### config.mk
export PLATFORM = sky130hd
export DESIGN_NAME = icache_linefill_ctrl
export DESIGN_NICKNAME = d
export VERILOG_FILES = /design/src/rtl/toy_pack.sv /design/src/rtl/cmn_lead_one.sv /design/src/rtl/icache_linefill_ctrl.sv
export SDC_FILE = /design/constraint.sdc
export NUM_CORES = 2
export LEC_CHECK = 0
export CORE_MARGIN = 5
export CORE_UTILIZATION = 45
export DETAILED_ROUTE_END_ITERATION = 16
export HOLD_SLACK_MARGIN = 0.02
export PLACE_DENSITY_LB_ADDON = 0.05
export SYNTH_ARGS = -nofsm -noshare
export SYNTH_HDL_FRONTEND = slang
export SYNTH_HIERARCHICAL = 1
export SYNTH_SLANG_ARGS = --single-unit
### constraint.sdc
create_clock -name clk -period 25 [get_ports clk]
set_input_delay 5 -clock clk [delete_from_list [all_inputs] [get_ports clk]]
set_output_delay 5 -clock clk [all_outputs]
set_load 0.02 [all_outputs]
### src/rtl/toy_pack.sv
// Shared widths, types and slot-state encoding for the icache linefill path.
`default_nettype none

package toy_pack;

    localparam int MSHR_ENTRY_NUM          = 8;
    localparam int MSHR_ENTRY_INDEX_WIDTH  = $clog2(MSHR_ENTRY_NUM);
    localparam int LINEFILL_BEAT_NUM       = 2;
    localparam int ICACHE_LINE_WIDTH       = 512;
    localparam int DOWNSTREAM_DATA_WIDTH   = 256;
    localparam int ICACHE_REQ_OPCODE_WIDTH = 3;
    localparam int ICACHE_REQ_TXNID_WIDTH  = 4;
    localparam int PADDR_WIDTH             = 36;
    localparam int ICACHE_OFFSET_WIDTH     = 6;
    localparam int ICACHE_INDEX_WIDTH      = 7;

    typedef logic [PADDR_WIDTH-1:0] req_addr_t;

    typedef enum logic [1:0] {
        SLOT_IDLE      = 2'd0,
        SLOT_ISSUE     = 2'd1,
        SLOT_WAIT_DATA = 2'd2,
        SLOT_WRITE     = 2'd3
    } linefill_state_e;

endpackage

`default_nettype wire

### src/rtl/cmn_lead_one.sv
// Lowest-set-bit finder: returns index of the least significant 1 in in_vec.
`default_nettype none

module cmn_lead_one #(
    parameter int WIDTH = 8,
    parameter int IDX_W = 3
) (
    input  logic [WIDTH-1:0] in_vec,
    output logic             lead_one_vld,
    output logic [IDX_W-1:0] lead_one_idx
);

    always_comb begin
        lead_one_vld = |in_vec;
        lead_one_idx = '0;
        for (int i = WIDTH - 1; i >= 0; i--) begin
            if (in_vec[i]) begin
                lead_one_idx = IDX_W'(i);
            end
        end
    end

endmodule

`default_nettype wire

### src/rtl/icache_linefill_ctrl.sv
// Per-MSHR-slot linefill engine: issues downstream reads, assembles beats into
// a line buffer, and writes the finished line into the data RAM.
`default_nettype none

module icache_linefill_ctrl
    import toy_pack::*;
#(
    parameter int ENTRY_NUM = MSHR_ENTRY_NUM,
    parameter int BEAT_NUM  = LINEFILL_BEAT_NUM
) (
    input  logic                               clk,
    input  logic                               rst_n,

    input  logic                               txreq_vld,
    output logic                               txreq_rdy,
    input  logic [ICACHE_REQ_OPCODE_WIDTH-1:0] txreq_opcode,
    input  logic [ICACHE_REQ_TXNID_WIDTH-1:0]  txreq_txnid,
    input  req_addr_t                          txreq_addr,
    input  logic [MSHR_ENTRY_INDEX_WIDTH-1:0]  txreq_index,
    input  logic                               txreq_way,

    output logic                               bus_req_vld,
    input  logic                               bus_req_rdy,
    output logic [ICACHE_REQ_OPCODE_WIDTH-1:0] bus_req_opcode,
    output logic [MSHR_ENTRY_INDEX_WIDTH-1:0]  bus_req_txnid,
    output req_addr_t                          bus_req_addr,

    input  logic                               bus_rsp_vld,
    output logic                               bus_rsp_rdy,
    input  logic [MSHR_ENTRY_INDEX_WIDTH-1:0]  bus_rsp_txnid,
    input  logic [DOWNSTREAM_DATA_WIDTH-1:0]   bus_rsp_data,

    output logic                               dataram_wr_vld,
    input  logic                               dataram_wr_rdy,
    output logic                               dataram_wr_way,
    output logic [ICACHE_INDEX_WIDTH-1:0]      dataram_wr_index,
    output logic [ICACHE_LINE_WIDTH-1:0]       dataram_wr_data,

    output logic                               linefill_done,
    output logic [MSHR_ENTRY_INDEX_WIDTH-1:0]  linefill_ack_index,
    output logic                               protocol_err
);

    localparam int IDX_W = MSHR_ENTRY_INDEX_WIDTH;
    localparam int CNT_W = (BEAT_NUM > 1) ? $clog2(BEAT_NUM) : 1;
    localparam int DW    = DOWNSTREAM_DATA_WIDTH;
    localparam int OFF_W = ICACHE_OFFSET_WIDTH;

    linefill_state_e                    state_q    [ENTRY_NUM];
    linefill_state_e                    state_d    [ENTRY_NUM];
    logic [CNT_W-1:0]                   beat_cnt_q [ENTRY_NUM];
    logic [CNT_W-1:0]                   beat_cnt_d [ENTRY_NUM];
    req_addr_t                          addr_q     [ENTRY_NUM];
    req_addr_t                          addr_d     [ENTRY_NUM];
    logic [ICACHE_REQ_OPCODE_WIDTH-1:0] opcode_q   [ENTRY_NUM];
    logic [ICACHE_REQ_OPCODE_WIDTH-1:0] opcode_d   [ENTRY_NUM];
    logic                               way_q      [ENTRY_NUM];
    logic                               way_d      [ENTRY_NUM];
    logic [ICACHE_LINE_WIDTH-1:0]       line_q     [ENTRY_NUM];
    logic [ICACHE_LINE_WIDTH-1:0]       line_d     [ENTRY_NUM];

    logic             issue_lock_q, issue_lock_d;
    logic [IDX_W-1:0] issue_sel_q,  issue_sel_d;
    logic             write_lock_q, write_lock_d;
    logic [IDX_W-1:0] write_sel_q,  write_sel_d;
    logic             done_q,       done_d;
    logic [IDX_W-1:0] ack_idx_q,    ack_idx_d;
    logic             perr_q,       perr_d;

    logic [ENTRY_NUM-1:0] issue_vec;
    logic [ENTRY_NUM-1:0] write_vec;
    logic                 issue_lead_vld;
    logic [IDX_W-1:0]     issue_lead_idx;
    logic                 write_lead_vld;
    logic [IDX_W-1:0]     write_lead_idx;
    logic [IDX_W-1:0]     issue_idx;
    logic [IDX_W-1:0]     write_idx;
    logic                 txreq_fire;
    logic                 issue_fire;
    logic                 write_fire;
    logic                 rsp_ok;
    logic                 unused_inputs;

    assign unused_inputs = ^{txreq_txnid, txreq_addr[OFF_W-1:0]};

    always_comb begin
        for (int i = 0; i < ENTRY_NUM; i++) begin
            issue_vec[i] = (state_q[i] == SLOT_ISSUE);
            write_vec[i] = (state_q[i] == SLOT_WRITE);
        end
    end

    cmn_lead_one #(.WIDTH(ENTRY_NUM), .IDX_W(IDX_W)) u_issue_pick (
        .in_vec       (issue_vec),
        .lead_one_vld (issue_lead_vld),
        .lead_one_idx (issue_lead_idx)
    );

    cmn_lead_one #(.WIDTH(ENTRY_NUM), .IDX_W(IDX_W)) u_write_pick (
        .in_vec       (write_vec),
        .lead_one_vld (write_lead_vld),
        .lead_one_idx (write_lead_idx)
    );

    // A stalled offer is pinned so a lower slot arriving later cannot swap the payload.
    assign issue_idx      = issue_lock_q ? issue_sel_q : issue_lead_idx;
    assign bus_req_vld    = issue_lock_q | issue_lead_vld;
    assign write_idx      = write_lock_q ? write_sel_q : write_lead_idx;
    assign dataram_wr_vld = write_lock_q | write_lead_vld;

    assign bus_req_txnid      = issue_idx;
    assign bus_rsp_rdy        = 1'b1;
    assign linefill_done      = done_q;
    assign linefill_ack_index = ack_idx_q;
    assign protocol_err       = perr_q;

    assign txreq_fire = txreq_vld & txreq_rdy;
    assign issue_fire = bus_req_vld & bus_req_rdy;
    assign write_fire = dataram_wr_vld & dataram_wr_rdy;

    always_comb begin
        txreq_rdy        = 1'b0;
        bus_req_opcode   = '0;
        bus_req_addr     = '0;
        dataram_wr_way   = 1'b0;
        dataram_wr_index = '0;
        dataram_wr_data  = '0;
        for (int i = 0; i < ENTRY_NUM; i++) begin
            if (txreq_index == IDX_W'(i)) begin
                txreq_rdy = (state_q[i] == SLOT_IDLE);
            end
            if (issue_idx == IDX_W'(i)) begin
                bus_req_opcode = opcode_q[i];
                bus_req_addr   = addr_q[i];
            end
            if (write_idx == IDX_W'(i)) begin
                dataram_wr_way   = way_q[i];
                dataram_wr_index = addr_q[i][OFF_W +: ICACHE_INDEX_WIDTH];
                dataram_wr_data  = line_q[i];
            end
        end
    end

    always_comb begin
        issue_lock_d = bus_req_vld & ~bus_req_rdy;
        issue_sel_d  = issue_idx;
        write_lock_d = dataram_wr_vld & ~dataram_wr_rdy;
        write_sel_d  = write_idx;
        done_d       = write_fire;
        ack_idx_d    = write_fire ? write_idx : '0;
        rsp_ok       = 1'b0;
        for (int i = 0; i < ENTRY_NUM; i++) begin
            state_d[i]    = state_q[i];
            beat_cnt_d[i] = beat_cnt_q[i];
            addr_d[i]     = addr_q[i];
            opcode_d[i]   = opcode_q[i];
            way_d[i]      = way_q[i];
            line_d[i]     = line_q[i];
            if (txreq_fire && txreq_index == IDX_W'(i)) begin
                state_d[i]  = SLOT_ISSUE;
                addr_d[i]   = {txreq_addr[PADDR_WIDTH-1:OFF_W], {OFF_W{1'b0}}};
                opcode_d[i] = txreq_opcode;
                way_d[i]    = txreq_way;
            end
            if (issue_fire && issue_idx == IDX_W'(i)) begin
                state_d[i]    = SLOT_WAIT_DATA;
                beat_cnt_d[i] = '0;
            end
            if (bus_rsp_vld && bus_rsp_txnid == IDX_W'(i) && state_q[i] == SLOT_WAIT_DATA) begin
                rsp_ok = 1'b1;
                for (int b = 0; b < BEAT_NUM; b++) begin
                    if (beat_cnt_q[i] == CNT_W'(b)) begin
                        line_d[i][b*DW +: DW] = bus_rsp_data;
                    end
                end
                if (beat_cnt_q[i] == CNT_W'(BEAT_NUM - 1)) begin
                    beat_cnt_d[i] = '0;
                    state_d[i]    = SLOT_WRITE;
                end else begin
                    beat_cnt_d[i] = beat_cnt_q[i] + CNT_W'(1);
                end
            end
            if (write_fire && write_idx == IDX_W'(i)) begin
                state_d[i] = SLOT_IDLE;
            end
        end
        perr_d = perr_q | (bus_rsp_vld & ~rsp_ok);
    end

    always_ff @(posedge clk or negedge rst_n) begin
        if (!rst_n) begin
            for (int i = 0; i < ENTRY_NUM; i++) begin
                state_q[i]    <= SLOT_IDLE;
                beat_cnt_q[i] <= '0;
                addr_q[i]     <= '0;
                opcode_q[i]   <= '0;
                way_q[i]      <= 1'b0;
            end
            issue_lock_q <= 1'b0;
            issue_sel_q  <= '0;
            write_lock_q <= 1'b0;
            write_sel_q  <= '0;
            done_q       <= 1'b0;
            ack_idx_q    <= '0;
            perr_q       <= 1'b0;
        end else begin
            for (int i = 0; i < ENTRY_NUM; i++) begin
                state_q[i]    <= state_d[i];
                beat_cnt_q[i] <= beat_cnt_d[i];
                addr_q[i]     <= addr_d[i];
                opcode_q[i]   <= opcode_d[i];
                way_q[i]      <= way_d[i];
            end
            issue_lock_q <= issue_lock_d;
            issue_sel_q  <= issue_sel_d;
            write_lock_q <= write_lock_d;
            write_sel_q  <= write_sel_d;
            done_q       <= done_d;
            ack_idx_q    <= ack_idx_d;
            perr_q       <= perr_d;
        end
    end

    // Line buffers carry no reset; contents are only read after a full fill.
    always_ff @(posedge clk) begin
        for (int i = 0; i < ENTRY_NUM; i++) begin
            line_q[i] <= line_d[i];
        end
    end

endmodule

`default_nettype wire

# --- Word-level counts from Yosys, hierarchy flattened ---
# Memories as Yosys holds them, arrays and structs flattened.
# Cells that the tools add are included.
classes:
  n_addsub: 8
  reduce_logical: 62
  mux: 163
  n_eq_ne: 52
  n_bitwise: 12
op_table:
  columns: ["cell", "count"]
  rows:
  - ["512-bit 2-to-1 mux", 16]
  - ["256-bit 2-to-1 mux", 16]
  - ["36-bit 2-to-1 mux", 8]
  - ["3-bit 2-to-1 mux", 27]
  - ["2-bit 2-to-1 mux", 40]
  - ["7-bit 2-to-1 mux", 8]
  - ["3-bit equality test (second input constant)", 16]
  - ["1-bit 2-to-1 mux", 48]
  - ["1-bit logical AND", 40]
  - ["2-bit equality test (second input constant)", 16]
  - ["3-bit by 2-bit equality test with 1-bit output (second input constant)", 8]
  - ["2-bit by 1-bit equality test with 1-bit output (second input constant)", 8]
  - ["2-bit zero test", 8]
  - ["2-bit nonzero test", 8]
  - ["8-bit OR reduction", 2]
  - ["3-bit by 1-bit equality test with 1-bit output (second input constant)", 4]
  - ["3-bit zero test", 4]
  - ["1-bit adder (second input constant)", 8]
  - ["1-bit bitwise AND", 6]
  - ["1-bit NOT", 3]
  - ["1-bit bitwise OR", 3]
word_totals:
  in_bits: 312
  mem_bits_rw: 4096
  regBits: 309
  memories: 1
mem_list:
  columns: ["name", "depth", "word_bits", "rd", "rd_clocked_by_memory_dff", "wr", "line", "rtl"]
  rows:
  - ["line_q", 8, 512, 8, 0, 8, "icache_linefill_ctrl.sv:59", "logic [ICACHE_LINE_WIDTH-1:0] line_q [ENTRY_NUM];"]

# --- Logic depth before layout (Yosys ltp) ---
depth:
  word_depth: 19
  depth_mapped: 14
  ltp_nobuf: 11

# --- Cells and area by module ---
# Netlist, hierarchy kept.
by_module_without_submodules:
  columns: ["module", "seq_area_each_um2", "instances", "cells_per_inst", "area_per_inst_um2"]
  rows:
  - ["icache_linefill_ctrl", 130730.4, 1, 11808, 176555.6]
  - ["cmn_lead_one", 0.0, 2, 13, 81.3]

# --- Least setup slack after synthesis ---
# No wires, ideal clock.
synth_timing:
  path_kind: "input to register"
  start: "input port bus_rsp_txnid[2]"
  end: "register beat_cnt_q[5] (netlist bit)"
  setup_ns: 0.153
  n_path_buf: 0
  setup_slack_ns: 7.048
  path_stages: 4
  arrival_time_ns: 17.799
  path_cell_list: "nand2b_1 -> nor4b_1 -> nor2b_1 -> o21bai_1"
synth_lines:
  columns: ["element", "line", "rtl"]
  rows:
  - ["start, declared", "icache_linefill_ctrl.sv:30", "input logic [MSHR_ENTRY_INDEX_WIDTH-1:0] bus_rsp_txnid,"]
  - ["end signal, assigned by index", "icache_linefill_ctrl.sv:209", "beat_cnt_q[i] <= beat_cnt_d[i];"]
  - ["end, declared", "icache_linefill_ctrl.sv:51", "logic [CNT_W-1:0] beat_cnt_q [ENTRY_NUM];"]

# --- Final worst setup path ---
layout_timing:
  start: "register state_q[2] (netlist bit)"
  end: "output port dataram_wr_data[234]"
layout_via:
  elab_chain_len: 18
layout_rtl:
  columns: ["element", "line", "rtl"]
  rows:
  - ["start, declared", "icache_linefill_ctrl.sv:49", "linefill_state_e state_q [ENTRY_NUM];"]
  - ["start signal, assigned by index", "icache_linefill_ctrl.sv:208", "state_q[i] <= state_d[i];"]
  - ["2-bit equality test (*)", "icache_linefill_ctrl.sv:89", "write_vec[i] = (state_q[i] == SLOT_WRITE);"]
  - ["net write_vec[6]", "icache_linefill_ctrl.sv:71", "logic [ENTRY_NUM-1:0] write_vec;"]
  - ["3-bit 2-to-1 mux (*) (7 in series)", "cmn_lead_one.sv:17", "if (in_vec[i]) begin"]
  - ["net write_lead_idx[0]", "icache_linefill_ctrl.sv:75", "logic [IDX_W-1:0] write_lead_idx;"]
  - ["3-bit 2-to-1 mux (*)", "icache_linefill_ctrl.sv:108", "assign write_idx = write_lock_q ? write_sel_q : write_lead_idx;"]
  - ["3-bit zero test", "icache_linefill_ctrl.sv:136", "if (write_idx == IDX_W'(i)) begin"]
  - ["512-bit 2-to-1 mux (7 in series)", "icache_linefill_ctrl.sv:136", null]
  - ["512-bit 2-to-1 mux (*)", "icache_linefill_ctrl.sv:136", null]
  - ["end, declared", "icache_linefill_ctrl.sv:37", "output logic [ICACHE_LINE_WIDTH-1:0] dataram_wr_data,"]
# Mark *: on every way through the listed nets, which the timed path passes. The rest lies on a longest branch.

==> tab_implementation.tex <==
\begin{tabular}{lr}
\hline
Metric & Value \\
\hline
\multicolumn{2}{l}{\textbf{Timing}} \\
\quad Final setup violation count & 0 \\
\quad Max Fclk & between 0.07 and 0.08 GHz \\
\quad Max-slew violation count & 0 \\
\quad Hold slack final & 474 ps \\
\quad Unrepaired setup endpoints after global routing & no \\
\quad Worst clock skew on the final layout & 32.3 ps \\
\quad Final period utilization & 53.5\% \\
\quad Normalized max-slew margin & 5.30\% \\
\quad Number of failing hold endpoints at the final stage & 0 \\
\quad Final sum of negative setup slack & 0 ps \\
\quad Min cycle time layout & 13,370 ps \\
\quad Actual transition at the worst max-transition pin & 1420 ps \\
\multicolumn{2}{l}{\textbf{Synth}} \\
\quad Count of unique library cells instantiated by Yosys & 68 \\
\quad Post-Syn Area & 177,000 um\^{}2 \\
\quad Flops \& latches, synth & between 4,000 and 5,000 \\
\quad Sequential share of the synthesized area & about 74\% \\
\quad Proportion of register bits with asynchronous set or reset after synthesis & 7.01\% \\
\quad Top flip-flop cell by instance count after synthesis & edfxtp\_1 \\
\quad Total number of yosys warnings & 6 \\
\quad Average footprint of a synthesized cell & 14.9 um\^{}2 \\
\quad Post-synthesis cell count & 11,800 \\
\quad EDFF count, synth & 4,096 \\
\multicolumn{2}{l}{\textbf{Floorplan}} \\
\quad Die width & approximately 640 um \\
\quad Num rows & 230 \\
\quad Count of boundary I/O pins & 883 \\
\quad Initial Utilization & roughly 45\% \\
\quad Area inside the core boundary & between 300,000 and 400,000 um\^{}2 \\
\quad Floorplan die area & 405,000 um\^{}2 \\
\quad Die height & 637 um \\
\multicolumn{2}{l}{\textbf{Setup path}} \\
\quad Worst path buffer plus inverter count & 8 \\
\quad Worst Setup End Kind & output pin \\
\quad Cell-by-cell trace of the critical path & and2\_1 > inv\_1 > a21oi\_1 > o41ai\_2 > buf\_4 > mux2i\_4 > inv\_8 > buf\_4 > buf\_4 > buf\_4 > buf\_4 > mux2i\_1 > o2bb2ai\_1 > a221oi\_1 > a21oi\_1 > clkdlybuf4s50\_1 \\
\quad Register-to-Register Setup Slack & 19,320 ps \\
\quad Slowest stage cell on the critical path & buf\_4 \\
\quad Reg2reg path depth & 6 \\
\quad Worst reg2reg path endpoint & line\_q[0][1720] \\
\quad Worst path arrival time & roughly 8400 ps \\
\quad Highest fanout seen on the critical path & 69 \\
\quad Setup CP Type & register to output pin \\
\quad Largest delay share family, worst path & buffers and inverters \\
\quad WP data required & 20,000 ps \\
\quad Most Frequent Cell on Critical Path & buf\_4 \\
\quad Sort of element at the start of the critical path & register \\
\quad Slowest stage delay, CP & 870 ps \\
\quad Crit Reg-Reg Startpoint & state\_q[8] \\
\multicolumn{2}{l}{\textbf{Worst hold path}} \\
\quad Start point of the worst hold path & addr\_q[249] \\
\quad Count of cells along the worst hold path & 2 \\
\quad Min-delay worst type & register to register \\
\quad Endpoint with the worst hold slack & addr\_q[249] \\
\multicolumn{2}{l}{\textbf{CTS}} \\
\quad Number of hold buffers added after CTS & 0 \\
\quad TritonCTS clock tree & done \\
\quad CTS H-Tree Depth & 5 \\
\quad Clock transition at the register clock pins on the worst setup and hold paths after CTS & around 60 ps \\
\quad Buffer depth of the longest clock path & 4 \\
\quad Number of buffers inserted during clock tree synthesis & 469 \\
\quad Number of instances resized during post-cts repair & 0 \\
\quad Source-to-sink clock delay at the later pin of the worst-skew pair & 1000 ps \\
\quad Clk sink count & about 4,400 \\
\quad Root buffer cell & clkbuf\_16 \\
\quad Number of setup buffers added after CTS & 0 \\
\multicolumn{2}{l}{\textbf{Outcome}} \\
\quad Outcome & finished clean \\
\multicolumn{2}{l}{\textbf{Layout}} \\
\quad Layout net count & 12,700 \\
\quad Area of the multi-input gates & 42,100 um\^{}2 \\
\quad Share of final-layout standard cells stronger than drive strength 1 & 10.6\% \\
\quad Area growth from synthesis to layout & 16.1\% \\
\quad Fillers & 32,100 \\
\quad Register area & $\sim$130,000 um\^{}2 \\
\quad Non-Filler Instances & 18,100 \\
\multicolumn{2}{l}{\textbf{Placed design}} \\
\quad Routability cong. & 0.781 \\
\quad DP Wirelength & 302 mm \\
\quad Buffers on Ports & 865 \\
\quad Post-Place Cells & 17,200 \\
\multicolumn{2}{l}{\textbf{GRT}} \\
\quad Number of global-route vias before repair & 114,000 \\
\quad Overall track demand over capacity in global routing & 28.5\% \\
\quad Global-route congestion overflow total & 0 \\
\quad Initial antenna violation count & 113 \\
\quad First-pass GRT wire length & 844 mm \\
\quad Pin count of the biggest net entering global routing & about 200 \\
\multicolumn{2}{l}{\textbf{Detailed routing}} \\
\quad Initial DRT Pass Iterations & 6 \\
\quad Vias post-DR & 114,000 \\
\quad Antenna viol nets, final & 0 \\
\quad WL final & a little under 600 mm \\
\quad Final routed DRC violation total & 0 \\
\quad DR vias/cell & 6.31 \\
\quad Number of DRC markers after the initial detailed-route iteration & 11,800 \\
\quad Post-DR wirelength/cell & 33.0 um \\
\multicolumn{2}{l}{\textbf{Run}} \\
\quad Max-Cap Viols & 0 \\
\hline
\end{tabular}
-- layout make-up --
cell class,instances,share of cell area [%]
sequential,4405,63.7
clock inverter,258,1.07
antenna,54,0.0659
tap,5220,3.18
timing repair buffer,1091,5.28
inverter,24,0.0592
multi-input combinational,6425,20.5
clock buffer,612,6.12
-- stage by stage --
stage	util, %	setup WS [ps]	area (um^2)
after floorplan	-	7050	177000
final	52.3	11630	205000
after detailed placement	48.5	12730	190000
after global routing	52.3	11310	205000
after CTS	52.3	11630	205000
after global placement	48.5	12750	190000
-- worst min-delay path: stages (launching register included) --
cell     delay (ps)
dfrtp_1         340
nand2_1          50
nand2_1          50
-- cell usage in the layout, fill, tap and decap left out, types with 62 or more instances in the layout --
master           synthesis  routed
o22a_1                  81      80
clkbuf_1               597     121
mux2_2                 276     276
a32oi_1                 62      62
a22o_1                 164     164
o22ai_1                300     300
clkdlybuf4s50_1          0     864
a22oi_1                108     108
dfrtp_1                309     305
a221oi_1               227     227
a21oi_1                805     804
nand3_1                251     251
o2bb2ai_1              225     225
mux4_2                 122     122
buf_4                   13     189
o21ai_0                643     642
nor2_1                 256     246
a222oi_1               103     103
o211ai_1               735     735
nand2_1               1478    1475
clkbuf_16                0     474
clkinv_2                 0      95
edfxtp_1              4096    4096
mux2i_1                240     238
clkinv_1                 2      99
-- synthesized netlist by cell type (all sizes together) (27+ instances only) --
master   count  area, um^2
a32oi       62         543
a22oi      108         811
nand2     1478        5550
nand3      251        1260
a221oi     227        1990
o21ai      677        3390
o22a        81         709
nor2       256         961
mux4       122        2750
dfrtp      309        7730
o211ai     735        5520
o22ai      302        1900
a22o       164        1440
and3        27         169
a222oi     103        1030
a21oi      805        4030
mux2       298        3360
buf        388        1870
o2bb2ai    225        1970
edfxtp    4096      123000
mux2i      244        2470
clkbuf     597        2240
a31oi       42         263
-- logic make-up (layout without fill, tap and decap cells) --
family,Yosys count,count (layout),share of synthesized area [%]
flops,4405,4405,74.0
buf+inv,1009,1985,2.38
other cells,2,61,0.00425
simple gates,2122,2122,4.90
mux,664,664,4.85
compound gates,3632,3632,13.9
-- flip-flops by register name, summed over array words and instances, names as in the netlist --
name                count
addr_q                240
beat_cnt_q              8
issue_lock_q            1
issue_sel_q             3
line_q               4096
linefill_ack_index      3
linefill_done           1
opcode_q               24
protocol_err            1
state_q                16
way_q                   8
write_lock_q            1
write_sel_q             3
-- layer usage --
metal  global-route usage, %  share of wire [%]  up-vias
met1                    38.4                 41    59900
met3                    4.86                7.5     1034
met4                    12.2                4.4       52
met5                       0              0.052        -
met2                    46.0                 47     4841
li1                        -                  -    48200
-- worst max-delay path by stage --
| stage | start | end | slack, ps | depth (start not counted) |
|---|---|---|---|---|
| after floorplan | bus_rsp_txnid[2] | beat_cnt_q[5] | 7050 | 4 |
| final | state_q[2] | dataram_wr_data[234] | 11630 | 16 |
| after global placement | txreq_index[1] | txreq_rdy | 12750 | 6 |
| after CTS | state_q[2] | dataram_wr_data[218] | 11630 | 16 |
| after global routing | state_q[3] | dataram_wr_data[234] | 11310 | 16 |
| after detailed placement | txreq_index[1] | txreq_rdy | 12730 | 6 |
Power is not shown: default switching activity piles up to over one toggle a cycle in this logic, so the estimate is an artifact.
